<file path="config.mk">
export PLATFORM = sky130hd
export DESIGN_NAME = prog_sequencer_flat
export DESIGN_NICKNAME = d
export VERILOG_FILES = /design/src/rtl/prog_sequencer_if.sv /design/src/rtl/prog_sequencer.sv /design/src/flat_wrapper.sv
export SDC_FILE = /design/constraint.sdc
export NUM_CORES = 1
export LEC_CHECK = 0
export ABC_AREA = 0
export BUFFER_PORTS_ARGS = -buffer_cell sky130_fd_sc_hd__buf_4
export CAP_MARGIN = 20
export CORE_AREA = 2 2 39 41
export CTS_CLUSTER_DIAMETER = 80
export DETAILED_ROUTE_END_ITERATION = 8
export DIE_AREA = 0 0 41 43
export GPL_ROUTABILITY_DRIVEN = 0
export PLACE_DENSITY_LB_ADDON = 0.1
export SYNTH_ARGS = -nofsm -noshare
export SYNTH_HDL_FRONTEND = slang
export SYNTH_SLANG_ARGS = --single-unit
</file>
<file path="constraint.sdc">
create_clock -name clk -period 2.8 [get_ports clk]
set_input_delay 0.84 -clock clk [delete_from_list [all_inputs] [get_ports clk]]
set_output_delay 0.84 -clock clk [all_outputs]
set_load 0.02 [all_outputs]
</file>
<file path="src/rtl/prog_sequencer_if.sv">
// Handshake bundle between the bench/controller side and the program
// sequencer: start/halt requests in, PC load and run control out.
interface prog_sequencer_if #(
  parameter int PC_WIDTH = 11
);
  logic                start;
  logic                halt;
  logic                fetch_load;
  logic [PC_WIDTH-1:0] load_addr;
  logic                run_en;
  logic [1:0]          prog_num;
  logic                done;
  logic                timeout;

  // Requester side: issues start, reports halt, observes sequencer status.
  modport master (
    output start, halt,
    input  fetch_load, load_addr, run_en, prog_num, done, timeout
  );

  // Sequencer side.
  modport slave (
    input  start, halt,
    output fetch_load, load_addr, run_en, prog_num, done, timeout
  );
endinterface

</file>
<file path="src/rtl/prog_sequencer.sv">
// Program-level sequencer: on start, loads the base address of the next
// program (0,1,2 round-robin) into the PC, enables execution until halt,
// then reports done. Optional RUN watchdog is built when the macro
// PROG_SEQ_WATCHDOG_EN is defined; otherwise timeout is tied low and RUN
// exits only on halt or reset.
module prog_sequencer #(
  parameter int                  PC_WIDTH   = 11,
  parameter logic [PC_WIDTH-1:0] PROG0_BASE = 11'd0,
  parameter logic [PC_WIDTH-1:0] PROG1_BASE = 11'd256,
  parameter logic [PC_WIDTH-1:0] PROG2_BASE = 11'd512
`ifdef PROG_SEQ_WATCHDOG_EN
  ,
  parameter int                  WDOG_CYCLES = 4096
`endif
) (
  input logic            clk,
  input logic            reset,
  prog_sequencer_if.slave bus
);

  typedef enum logic [1:0] {
    IDLE = 2'd0,
    LOAD = 2'd1,
    RUN  = 2'd2,
    DONE = 2'd3
  } state_t;

  state_t     state_reg, state_next;
  logic [1:0] prog_num_reg, prog_num_next;

`ifdef PROG_SEQ_WATCHDOG_EN
  localparam int CNT_W = $clog2(WDOG_CYCLES + 1);

  logic             timeout_reg, timeout_next;
  logic [CNT_W-1:0] wdog_cnt_reg, wdog_cnt_next;

  // State, program index, timeout flag and RUN-cycle counter registers.
  always_ff @(posedge clk) begin
    if (reset) begin
      state_reg    <= IDLE;
      prog_num_reg <= 2'd0;
      timeout_reg  <= 1'b0;
      wdog_cnt_reg <= '0;
    end else begin
      state_reg    <= state_next;
      prog_num_reg <= prog_num_next;
      timeout_reg  <= timeout_next;
      wdog_cnt_reg <= wdog_cnt_next;
    end
  end

  // Next-state logic; the watchdog fires on the WDOG_CYCLES-th RUN cycle
  // unless halt arrives in that same cycle.
  always_comb begin
    state_next    = state_reg;
    prog_num_next = prog_num_reg;
    timeout_next  = timeout_reg;
    wdog_cnt_next = wdog_cnt_reg;
    case (state_reg)
      IDLE: begin
        if (bus.start) begin
          state_next    = LOAD;
          timeout_next  = 1'b0;
          wdog_cnt_next = '0;
        end
      end
      LOAD: begin
        state_next = RUN;
      end
      RUN: begin
        wdog_cnt_next = wdog_cnt_reg + 1'b1;
        if (bus.halt) begin
          state_next   = DONE;
          timeout_next = 1'b0;
        end else if (wdog_cnt_reg == CNT_W'(WDOG_CYCLES - 1)) begin
          state_next   = DONE;
          timeout_next = 1'b1;
        end
      end
      DONE: begin
        if (bus.start) begin
          state_next    = LOAD;
          prog_num_next = (prog_num_reg == 2'd2) ? 2'd0 : prog_num_reg + 2'd1;
          timeout_next  = 1'b0;
          wdog_cnt_next = '0;
        end
      end
      default: state_next = IDLE;
    endcase
  end

  assign bus.timeout = timeout_reg;
`else
  // State and program index registers.
  always_ff @(posedge clk) begin
    if (reset) begin
      state_reg    <= IDLE;
      prog_num_reg <= 2'd0;
    end else begin
      state_reg    <= state_next;
      prog_num_reg <= prog_num_next;
    end
  end

  // Next-state logic; RUN leaves only on halt.
  always_comb begin
    state_next    = state_reg;
    prog_num_next = prog_num_reg;
    case (state_reg)
      IDLE: begin
        if (bus.start) state_next = LOAD;
      end
      LOAD: begin
        state_next = RUN;
      end
      RUN: begin
        if (bus.halt) state_next = DONE;
      end
      DONE: begin
        if (bus.start) begin
          state_next    = LOAD;
          prog_num_next = (prog_num_reg == 2'd2) ? 2'd0 : prog_num_reg + 2'd1;
        end
      end
      default: state_next = IDLE;
    endcase
  end

  assign bus.timeout = 1'b0;
`endif

  // Control outputs decode directly from the registered state.
  assign bus.fetch_load = (state_reg == LOAD);
  assign bus.run_en     = (state_reg == RUN);
  assign bus.done       = (state_reg == DONE);
  assign bus.prog_num   = prog_num_reg;

  // Base address of the current program; follows prog_num in every state.
  always_comb begin
    case (prog_num_reg)
      2'd1:    bus.load_addr = PROG1_BASE;
      2'd2:    bus.load_addr = PROG2_BASE;
      default: bus.load_addr = PROG0_BASE;
    endcase
  end

endmodule

</file>
<file path="src/flat_wrapper.sv">
// flat-port wrapper written by rule: the top's interface ports become plain ports
module prog_sequencer_flat 
#(
  parameter int                  PC_WIDTH   = 11,
  parameter logic [PC_WIDTH-1:0] PROG0_BASE = 11'd0,
  parameter logic [PC_WIDTH-1:0] PROG1_BASE = 11'd256,
  parameter logic [PC_WIDTH-1:0] PROG2_BASE = 11'd512

)
  (clk, reset, bus_start, bus_halt, bus_fetch_load, bus_load_addr, bus_run_en, bus_prog_num, bus_done, bus_timeout);
  prog_sequencer_if #(.PC_WIDTH(PC_WIDTH)) bus_i ();
  input logic clk;
  input logic reset;
  input wire logic [$bits(bus_i.start)-1:0] bus_start;
  input wire logic [$bits(bus_i.halt)-1:0] bus_halt;
  output wire logic [$bits(bus_i.fetch_load)-1:0] bus_fetch_load;
  output wire logic [$bits(bus_i.load_addr)-1:0] bus_load_addr;
  output wire logic [$bits(bus_i.run_en)-1:0] bus_run_en;
  output wire logic [$bits(bus_i.prog_num)-1:0] bus_prog_num;
  output wire logic [$bits(bus_i.done)-1:0] bus_done;
  output wire logic [$bits(bus_i.timeout)-1:0] bus_timeout;
  assign bus_i.start = bus_start;
  assign bus_i.halt = bus_halt;
  assign bus_fetch_load = bus_i.fetch_load;
  assign bus_load_addr = bus_i.load_addr;
  assign bus_run_en = bus_i.run_en;
  assign bus_prog_num = bus_i.prog_num;
  assign bus_done = bus_i.done;
  assign bus_timeout = bus_i.timeout;
  prog_sequencer #(.PC_WIDTH(PC_WIDTH), .PROG0_BASE(PROG0_BASE), .PROG1_BASE(PROG1_BASE), .PROG2_BASE(PROG2_BASE)) u_core (.clk(clk), .reset(reset), .bus(bus_i));
endmodule
</file>
==> impl_metrics.tcl <==
set metrics [dict create \
    outcome "completed" \
    antenna_found_initial 0 \
    power.share.switching_pct 38.48 \
    routed_wire_length_per_instance_um 8.909 \
    slowest_stage "sky130_fd_sc_hd__dfxtp_1" \
    cell_with_the_most_instances_after_synthesis "sky130_fd_sc_hd__buf_4" \
    floorplan.die_area_mm2 0.001763 \
    most_utilized_layer_in_the_global_route_result "met2" \
    path_clk_slew_ps 40 \
    final-hold-violation-count 0 \
    power_switching_uw 118.9 \
    netlist.area_leader.share_pct 24.24 \
    first_global_vias 233 \
    clock_skew_ps 0.7735 \
    crit_required_ps 1960 \
    grt.met1_usage_pct 8.682 \
    detail_route.first_pass.iterations 4 \
    post_synth.cell_area_avg_um2 8.693 \
    async_flop_share_pct 0 \
    timing.hold.worst.start "u_core.state_reg[1]" \
    synth_cells 38 \
    r2r_setup_slack_ps 1450 \
    track_usage_pct 7.831 \
    fin_tns_setup_ps 0 \
    maxCapViolCount 0 \
    detailed_place_hpwl_um 498.8 \
    ys_top_cells_by_count "10 x sky130_fd_sc_hd__buf_4, 5 x sky130_fd_sc_hd__nor2_1, 4 x sky130_fd_sc_hd__dfxtp_1, 4 x sky130_fd_sc_hd__ha_1, 3 x sky130_fd_sc_hd__inv_1" \
    static-leakage-power_nw 0.2296 \
    globalRoute.totalOverflow 0 \
    cts.sinks 4 \
    timing.reg2reg.worst_path_depth 4 \
    yosys.cell_types.count 16 \
    synth.largest_area_cell "sky130_fd_sc_hd__dfxtp_1" \
    worstHoldEndpoint "u_core.state_reg[1]" \
    sort_of_element_at_the_end_of_the_critical_path "output port" \
    cp-start-kind "flop" \
    path_max_fanout 4 \
    layout.cell_area.non_filler_um2 406.6 \
    synth.cell_area_um2 330.3 \
    clkLatencyLatePin_ps 230 \
    comb_power_share_pct 49.5 \
    synth_warnings 0 \
    worst_r2r_endpoint "u_core.state_reg[0]" \
    post_cts_resize_count 0 \
    cts_hold_buffers 0 \
    portBuffers 10 \
    criticalPathCategory "flop to output port" \
    design.portCount 21 \
    crit-reg2reg-launch "u_core.state_reg[0]" \
    worstPathCellList "inv_1 > ha_1 > buf_4" \
    post_cts.repair.setup_buffers 0 \
    initial_utilization_pct 23.87 \
    yosys_most_used_dff "sky130_fd_sc_hd__dfxtp_1" \
    vdd.ir_drop.worst_v 0.0001942 \
    diodes 0 \
    cp.arrival_ps 1070 \
    core.rowCount 14 \
    syn_to_final_growth_pct 23.11 \
    global_route.usage.met2_pct 10.94 \
    timing.final.setup_violations 0 \
    main_area_contributors_after_synthesis "sky130_fd_sc_hd__dfxtp_1 24%, sky130_fd_sc_hd__buf_4 23%, sky130_fd_sc_hd__ha_1 15%" \
    min_path_type "flop to flop" \
    fp.dieH_um 43 \
    critPathMaxStageDelay_ps 380 \
    power.sequential.fraction_pct 28.0 \
    min_period_over_period_pct 68.22 \
    drt_wl_total_um 588 \
    slew_viol_final 0 \
    tritoncts.num_buffers 3 \
    fin_nets 60 \
    grt_start_max_net_pins 6 \
    total_core_area_mm2 0.001384 \
    internal_power_uw 190.1 \
    drt.antenna.violating_nets 0 \
    yosysSeqAreaShare_pct 24.24 \
    drt_iter0_drc 2 \
    clockPowerShare_pct 22.5 \
    post_drt_via_cell_ratio 3.576 \
    cts_root_buffer_type "sky130_fd_sc_hd__clkbuf_4" \
    globalRouteMet3Util_pct 0.5236 \
    tritoncts "done" \
    post-route-drc-count 0 \
    power_per_cell_area_mw_per_mm2 760.0 \
    layout_min_cycle_time_ps 1910 \
    synth-edff-count 0 \
    rsz0062_at_grt "no" \
    via_count 236 \
    htree_num_levels 1 \
    dpl-instance-area_um2 384.1 \
    maxClockFrequency_ghz 0.5235 \
    die_w_um 41 \
    grt_pass1_wl_um 903 \
    synth-seq-cells 4 \
    drive_above_1_share_pct 32.00 \
    clock_path_buffers 2 \
    worst_hold_path.num_cells 2 \
]
-- through the flow --
stage	power, mW	hold slack [ps]	cells	utilization [%]	setup WS, ps
after detailed placement	0.2423	519.7	63	27.76	1135
after floorplan	0.2099	476.5	47	-	1123
final	0.3091	521.0	66	29.39	890.0
after global placement	0.2385	509.1	63	27.76	1177
after global routing	0.3360	600.1	66	29.39	839.1
after CTS	0.3165	529.0	66	29.39	864.6
-- worst max path at each step --
stage / from / end / slack (ps)
floorplan: u_core.bus.prog_num[1] / bus_load_addr[9] / 1120
global placement: u_core.state_reg[0] / bus_run_en / 1180
detailed placement: u_core.state_reg[0] / bus_run_en / 1130
CTS: u_core.state_reg[0] / bus_run_en / 860
global route: u_core.state_reg[0] / bus_run_en / 840
finish: u_core.state_reg[0] / bus_run_en / 890
-- layout by cell type (no fill, tap or decap) --
master / instances
sky130_fd_sc_hd__a21oi_1: 1
sky130_fd_sc_hd__and2b_1: 1
sky130_fd_sc_hd__a21oi_2: 1
sky130_fd_sc_hd__mux2_4: 1
sky130_fd_sc_hd__inv_1: 3
sky130_fd_sc_hd__nor2_1: 5
sky130_fd_sc_hd__mux2i_1: 2
sky130_fd_sc_hd__o21ai_0: 1
sky130_fd_sc_hd__nor2b_4: 1
sky130_fd_sc_hd__nor2b_1: 1
sky130_fd_sc_hd__clkbuf_4: 3
sky130_fd_sc_hd__conb_1: 10
sky130_fd_sc_hd__nand2_1: 1
sky130_fd_sc_hd__ha_1: 4
sky130_fd_sc_hd__dfxtp_1: 4
sky130_fd_sc_hd__buf_4: 10
sky130_fd_sc_hd__or2_0: 1
-- worst max-delay path, delay by kind of cell, from the launching register on --
kind	cells	cell delay, ps
fa+ha+maj	1	220
buf+inv	2	250
flops	1	380
-- metal layers --
| metal | vias to the layer above | routed length, um |
|---|---|---|
| li1 | 121 | - |
| met1 | 107 | 239 |
| met2 | 8 | 303 |
| met3 | 0 | 45 |
| met4 | 0 | 0 |
| met5 | - | 0 |
-- kinds of logic after synthesis --
family                   synth area share (%)
flip-flops                              24.24
AO/OA/AOI/OAI                           5.679
multiplexers                            10.60
buffers and inverters                   26.14
other                                   1.135
adder cells (fa/ha/maj)                 15.15
AND/OR/NAND/NOR                         17.05
-- power by group through the flow --
| stage | registers (mW) | clock network, mW | logic (mW) |
|---|---|---|---|
| floorplan | 0.0856 | 0 | 0.124 |
| global placement | 0.0857 | 0 | 0.153 |
| detailed placement | 0.0874 | 0 | 0.155 |
| CTS | 0.0877 | 0.0739 | 0.155 |
| global route | 0.0899 | 0.0746 | 0.171 |
| finish | 0.0864 | 0.0695 | 0.153 |
-- final cells by class --
| class | count | area [um^2] |
|---|---|---|
| timing repair buffer | 10 | 75.07 |
| inverter | 3 | 11.26 |
| tap | 16 | 20.02 |
| fill | 160 | 977.2 |
| sequential | 4 | 80.08 |
| multi-input combinational | 30 | 197.7 |
| clock buffer | 3 | 22.52 |
(Power assumes the default switching activity.)
